File: src/rtl/alu_share_arb.sv
// alu_share_arb: round-robin sharing of one combinational ALU between
// NUM_REQ requesters, with a one-entry registered response slot.
// A drain of the held result and the issue of a new op can happen in the same
// cycle, so a requester that drains every cycle gets one op per clock.
// Optional feature macro: ALU_ARB_LOCK_EN adds req_lock, which makes an
// accepted requester keep priority for its next op.
module alu_share_arb #(
    parameter int WIDTH   = 32,
    parameter int NUM_REQ = 2
) (
    input  logic                     clk,
    input  logic                     rst_n,
    input  logic [NUM_REQ-1:0]       req_valid,
    output logic [NUM_REQ-1:0]       req_ready,
    input  logic [NUM_REQ*3-1:0]     req_fn,
    input  logic [NUM_REQ*7-1:0]     req_funct7,
    input  logic [NUM_REQ*WIDTH-1:0] req_a,
    input  logic [NUM_REQ*WIDTH-1:0] req_b,
`ifdef ALU_ARB_LOCK_EN
    input  logic [NUM_REQ-1:0]       req_lock,
`endif
    output logic [2:0]               alu_fn,
    output logic [6:0]               alu_funct7,
    output logic [WIDTH-1:0]         alu_a,
    output logic [WIDTH-1:0]         alu_b,
    input  logic [WIDTH-1:0]         alu_out,
    output logic [NUM_REQ-1:0]       rsp_valid,
    input  logic [NUM_REQ-1:0]       rsp_ready,
    output logic [WIDTH-1:0]         rsp_data
);

    localparam int PW = $clog2(NUM_REQ);
    localparam logic [PW:0]   NREQ = (PW+1)'(NUM_REQ);
    localparam logic [PW-1:0] LAST = PW'(NUM_REQ - 1);

    typedef enum logic {EMPTY = 1'b0, FULL = 1'b1} state_t;

    state_t           state_p1;
    logic [PW-1:0]    owner_p1;
    logic [PW-1:0]    ptr_p1;
    logic [WIDTH-1:0] data_p1;

    logic [PW:0]      scan_idx;
    logic [PW-1:0]    grant;
    logic             any_valid;
    logic             drain;
    logic             issue_ok;
    logic [PW-1:0]    ptr_nxt;

    // Round-robin scan from ptr upward with wrap; lowest offset wins.
    always_comb begin
        grant     = ptr_p1;
        any_valid = 1'b0;
        scan_idx  = '0;
        for (int k = NUM_REQ - 1; k >= 0; k--) begin
            scan_idx = {1'b0, ptr_p1} + (PW+1)'(k);
            if (scan_idx >= NREQ) begin
                scan_idx = scan_idx - NREQ;
            end
            if (req_valid[scan_idx[PW-1:0]]) begin
                grant     = scan_idx[PW-1:0];
                any_valid = 1'b1;
            end
        end
    end

    // Issue permission: slot free, or the owner drains it this very cycle.
    always_comb begin
        drain     = (state_p1 == FULL) && rsp_ready[owner_p1];
        issue_ok  = rst_n && any_valid && ((state_p1 == EMPTY) || drain);
        req_ready = '0;
        req_ready[grant] = issue_ok;
        rsp_valid = '0;
        rsp_valid[owner_p1] = (state_p1 == FULL);
    end

    // ALU operand mux follows the grant (ptr's requester when nothing is pending).
    always_comb begin
        alu_fn     = req_fn[int'(grant)*3 +: 3];
        alu_funct7 = req_funct7[int'(grant)*7 +: 7];
        alu_a      = req_a[int'(grant)*WIDTH +: WIDTH];
        alu_b      = req_b[int'(grant)*WIDTH +: WIDTH];
    end

    // Next round-robin pointer on accept; a locked requester keeps priority.
    always_comb begin
        ptr_nxt = (grant == LAST) ? '0 : grant + PW'(1);
`ifdef ALU_ARB_LOCK_EN
        if (req_lock[grant]) begin
            ptr_nxt = grant;
        end
`endif
    end

    // Response slot and arbitration state; accept wins over a plain drain.
    always_ff @(posedge clk or negedge rst_n) begin
        if (!rst_n) begin
            state_p1 <= EMPTY;
            owner_p1 <= '0;
            ptr_p1   <= '0;
            data_p1  <= '0;
        end else if (issue_ok) begin
            state_p1 <= FULL;
            owner_p1 <= grant;
            ptr_p1   <= ptr_nxt;
            data_p1  <= alu_out;
        end else if (drain) begin
            state_p1 <= EMPTY;
        end
    end

    assign rsp_data = data_p1;

endmodule

File: config.mk
export PLATFORM = sky130hd
export DESIGN_NAME = alu_share_arb
export DESIGN_NICKNAME = d
export VERILOG_FILES = /design/src/rtl/alu_share_arb.sv
export SDC_FILE = /design/constraint.sdc
export NUM_CORES = 1
export LEC_CHECK = 0
export CAP_MARGIN = 20
export CELL_PAD_IN_SITES_DETAIL_PLACEMENT = 0
export CELL_PAD_IN_SITES_GLOBAL_PLACEMENT = 1
export CORE_MARGIN = 2
export CORE_UTILIZATION = 20
export DETAILED_ROUTE_END_ITERATION = 8
export GPL_TIMING_DRIVEN = 0
export PLACE_DENSITY_LB_ADDON = 0.15
export SYNTH_ARGS = -nofsm -noshare
export SYNTH_HDL_FRONTEND = slang
export SYNTH_SLANG_ARGS = --single-unit
export TNS_END_PERCENT = 20
File: constraint.sdc
create_clock -name clk -period 4.9 [get_ports clk]
set_clock_uncertainty 0.2 [all_clocks]
set_input_delay 1.225 -clock clk [delete_from_list [all_inputs] [get_ports clk]]
set_output_delay 1.225 -clock clk [all_outputs]
set_load 0.01 [all_outputs]
* Word level (Yosys, flattened, before mapping) *
Cells that the tools add are included.

word-level totals
  register bits = 35
  input port bits = 186

cells by class
  bitwise gates (word level) = 3
  $mul = 2
  reduce and logical (&&, ||, !) cells = 7
  mux-type cells = 19
  shift operators = 4
  $add $sub $neg = 4
  $lt $le $gt $ge = 8

operator list
  operator                                                            number
  variable part select 64 x 7 -> 32 bit                               2
  two-way mux 1 bit                                                   17
  variable part select 14 x 5 -> 7 bit                                1
  less-than comparator 1 x 2 -> 1 bit (second input constant)         4
  variable part select 6 x 4 -> 3 bit                                 1
  logical AND 1 bit                                                   5
  AND 2 bit                                                           2
  multiplier 1 x 3 -> 4 bit (second input constant)                   1
  multiplier 1 x 2 -> 3 bit (second input constant)                   1
  adder 1 x 1 -> 2 bit (second input constant)                        1
  demux 1 bit (select 1 bit)                                          2
  greater-or-equal comparator 1 bit (second input constant)           2
  greater-or-equal comparator 1 x 2 -> 1 bit (second input constant)  1
  greater-or-equal comparator 2 bit (second input constant)           1
  nonzero test 2 bit                                                  1
  subtractor 1 bit (second input constant)                            2
  adder 1 bit (second input constant)                                 1
  logical OR 1 bit                                                    1
  NOT 1 bit                                                           1

* Depth between registers and ports, before layout *
  word-level depth = 12
  mapped depth = 5
  mapped depth without buffers = 3

* Worst setup path after synthesis *
Ideal clock, no wire load.

  path kind = input-to-output
  start point = in req_valid[0]
  end point = out alu_a[11]
  arrival time = 2.159 ns
  slack = 1.316 ns
  stages = 5
  required time = 3.475 ns
  cell sequence = inv_1 maj3_2 buf_6 buf_6 mux2_4

on the way
  cells in the longest elaborated chain, start to end = 5
  elaborated cells on any way between the ends = 7
  those cells by class = shift (1); mux (6)

RTL lines
  item                                                   line  RTL
  start, declared                                        13    input logic [NUM_REQ-1:0] req_valid,
  two-way mux 1 bit (not written as such) (2 in series)  60    if (req_valid[scan_idx[PW-1:0]]) begin
  two-way mux 1 bit                                      60
  two-way mux 1 bit (*)                                  60
  variable part select 64 x 7 -> 32 bit (*)              81    alu_a = req_a[int'(grant)*WIDTH +: WIDTH];
  end, declared                                          24    output logic [WIDTH-1:0] alu_a,

Every way passes the cells marked *; elsewhere a longest branch is shown, timed or not. The select of a mux whose other input is x is not followed.

* Final worst setup path *
  start point = in req_valid[0]
  end point = out alu_funct7[0]

on the way
  cells in the longest elaborated chain, start to end = 6
  elaborated cells on any way between the ends = 8
  those cells by class = mul (1); shift (1); mux (6)

RTL lines
  item                                                   line  RTL
  two-way mux 1 bit (not written as such) (2 in series)  60
  two-way mux 1 bit                                      60
  two-way mux 1 bit (*)                                  60
  multiplier 1 x 3 -> 4 bit (*)                          80    alu_funct7 = req_funct7[int'(grant)*7 +: 7];
  variable part select 14 x 5 -> 7 bit (*)               80
  end, declared                                          23    output logic [6:0] alu_funct7,

Marks and branches as above.

==> results.yml <==
status:
  status: "finished, final reports clean"
routing:
  wire_per_inst_um: 17.1
  num_vias: 2583
  drc_errors: 0
  via_per_inst: 4.02
  dr.pass1.iters: 4
  ant_nets: 0
  drt-initial-drc-count: 43
  routed_wl_um: 11000
setup_path:
  r2r_start: "owner_p1"
  reg2reg_to: "rsp_data[26]"
  crit_start: "req_valid[0]"
  path_cells: "clkdlybuf4s50_1, inv_1, maj3_2, buf_6, buf_6, mux2_4, clkdlybuf4s50_1"
  endpoint: "alu_funct7[0]"
  critPathMaxStageDelay_ns: 0.53
  critPathRequiredTime_ns: 3.47
  end_kind: "primary output"
  critPathKind: "input pin to primary output"
  rr_worst_depth: 4
  cp_max_fo: 10
  cp-start-kind: "input pin"
  crit_slowest_cell: "clkdlybuf4s50_1"
  cp.arrival_ns: 3.26
  rrSetupSlack_ns: 3.11
synth:
  ys_seq_elements: 35
  synth_area_per_cell_um2: 14.5
  yosysTopAreaCellShare_pct: 35.2
  syn-num-nets: 358
  yosys-top-cells-area: "dfrtp_1 35%, mux2_4 30%, mux2_2 26%"
  ys_async_sr_fraction_pct: 100
  syn_area_mm2: 0.00249
  synthSimpleGateAreaFrac_pct: 1.71
  ys_seq_area_share_pct: 35.2
  synth_warnings: 0
  synth_flop_cell: "dfrtp_1"
  synth_mux_area_share_pct: 55.8
  synth_xor_area_share_pct: 0
  synth_top_family_by_area: "multiplexers"
  synth-compound-area-share_pct: 1.81
  synth_cell_types: 17
  synthTopCellsByCount: "57 x mux2_2, 49 x mux2_4, 35 x dfrtp_1"
  yosysTopAreaCell: "dfrtp_1"
  yosys.area_share.adder_pct: 0.452
  syn_inst: 172
  synth_edf_count: 0
  synth.most_common_cell: "mux2_2"
place:
  pre_cts_ws_ns: -0.206
  gp_congestion: 0.763
  post-dp-hpwl_um: 9420
  placed_cell_area_mm2: 0.00565
  io_buffers: 295
global_routing:
  grt_pass1_wl_um: 15200
  grt_use_total_pct: 15.0
  overflow: 0
  grt_max_degree: 38
  grt_pass1_vias: 2641
  antenna_found_initial: 0
floorplan:
  initial_core_util_pct: 20.6
  dieArea_mm2: 0.0134
  die_w_um: 116
  fp-row-count: 40
  ios: 296
  core_mm2: 0.0121
  die_h_um: 116
sta:
  setup_viol: 0
  min_period_ns: 4.68
  rsz0062_at_grt: "false"
  hold_viol: 0
  slew_headroom_pct: 64.9
  worst_pin_slew_ns: 0.521
  drv_slew: 0
  fin_ws_ns: 0.219
  period_share_pct: 95.5
  max_freq_ghz: 0.214
power_and_ir_drop:
  power_w: 0.00158
  powerDensity_mw_per_mm2: 273
  irDropWorstVdd_v: 0.000264
  power_leakage_nw: 2.37
cts:
  clk_pin_slew_ns: 0.05
  cts_tree: "yes"
  cts_root_buf: "clkbuf_16"
  numCtsBuffers: 5
  cts.htree.levels: 2
  insertion_delay_ns: 0.27
  cts.path.max_buffers: 2
  cts.sinks: 35
finish:
  multi_input_area_mm2: 0.00149
  area_delta_synth_final_pct: 133
  postLayoutCoreUtil_pct: 48.1
  finalNetCount: 660
  fillers: 1117
  postLayoutCellArea_mm2: 0.00580
  drive_gt1_share_pct: 26.9
  antenna_cells: 0
  regArea_um2: 876
worst_hold_path:
  hp-class: "flip-flop to flip-flop"
job:
  max_cap_violations: 0
-- critical path, delay by kind of cell --
family                     cells  cell delay (ns)
adders and majority gates      1             0.32
buffers and inverters          5             1.41
muxes                          1             0.29
-- layer usage --
layer	wire [µm]	global-route usage, %	vias to the layer above
li1	-	-	1228
met1	3930	16.5	1212
met2	5840	28.1	132
met3	1050	5.02	11
met4	142	2.89	0
met5	0	0	-
-- worst min-delay path by stage --
stage / startpoint / to / depth (start not counted)
5_1_grt: rsp_data[7] / rsp_data[7] / 1
4_1_cts: rsp_data[18] / rsp_data[18] / 1
2_1_floorplan: ptr_p1 / ptr_p1 / 2
3_3_place_gp: rsp_data[31] / rsp_data[31] / 1
3_5_place_dp: rsp_data[18] / rsp_data[18] / 1
6_report: rsp_data[0] / rsp_data[0] / 1
-- cell type report --
cell class / count / share of cell area [%]
sequential: 35 / 15.1
multi-input combinational: 122 / 25.8
clock buffer: 5 / 2.16
timing repair buffer: 295 / 50.9
clock inverter: 3 / 0.259
tap: 168 / 3.63
inverter: 4 / 0.259
buffer: 11 / 1.92
-- through the flow --
stage | hold slack [ns] | TNS [ns] | std cells
after floorplan | 0.327 | 0 | 172
after global placement | 0.289 | -2.04 | 635
after detailed placement | 0.295 | -0.206 | 635
after CTS | 0.308 | 0 | 643
after global routing | 0.324 | 0 | 643
final | 0.303 | 0 | 643
-- power by group --
part	leakage [nW]	switching (W)	internal, W
clock	0.0733	0.000117	0.000185
sequential	0.408	0.0000373	0.000357
combinational	1.89	0.000291	0.000594
total	2.37	0.000445	0.00114
-- repair_timing --
item	CTS	global route
endpoints found under the setup margin	1	1
gates resized for setup	1	1
hold buffers	0	0
buffers inserted	0	0
hold endpoints to repair	0	0
-- placed cells by master, fill, tap and decap left out --
| cell | n |
|---|---|
| o2bb2ai_1 | 1 |
| buf_4 | 1 |
| clkdlybuf4s50_1 | 294 |
| mux2i_1 | 1 |
| a21oi_1 | 1 |
| o32ai_1 | 1 |
| dfrtp_1 | 35 |
| nor2b_1 | 2 |
| inv_1 | 4 |
| clkbuf_16 | 5 |
| buf_6 | 9 |
| o21ai_0 | 1 |
| mux2_2 | 57 |
| a21oi_4 | 1 |
| buf_2 | 2 |
| clkinv_2 | 3 |
| maj3_2 | 1 |
| a221oi_1 | 1 |
| and2_1 | 3 |
| mux2_4 | 49 |
| nand2_1 | 3 |
-- registers in the layout (all words and copies together), names as in the netlist --
signal / count
state_p1: 1
owner_p1: 1
rsp_data: 32
ptr_p1: 1
-- kinds of logic after synthesis --
logic type / Yosys count
mux: 107
flops: 35
buf+inv: 15
simple gates: 8
compound gates: 6
fa+ha+maj: 1
(Power assumes the default switching activity.)
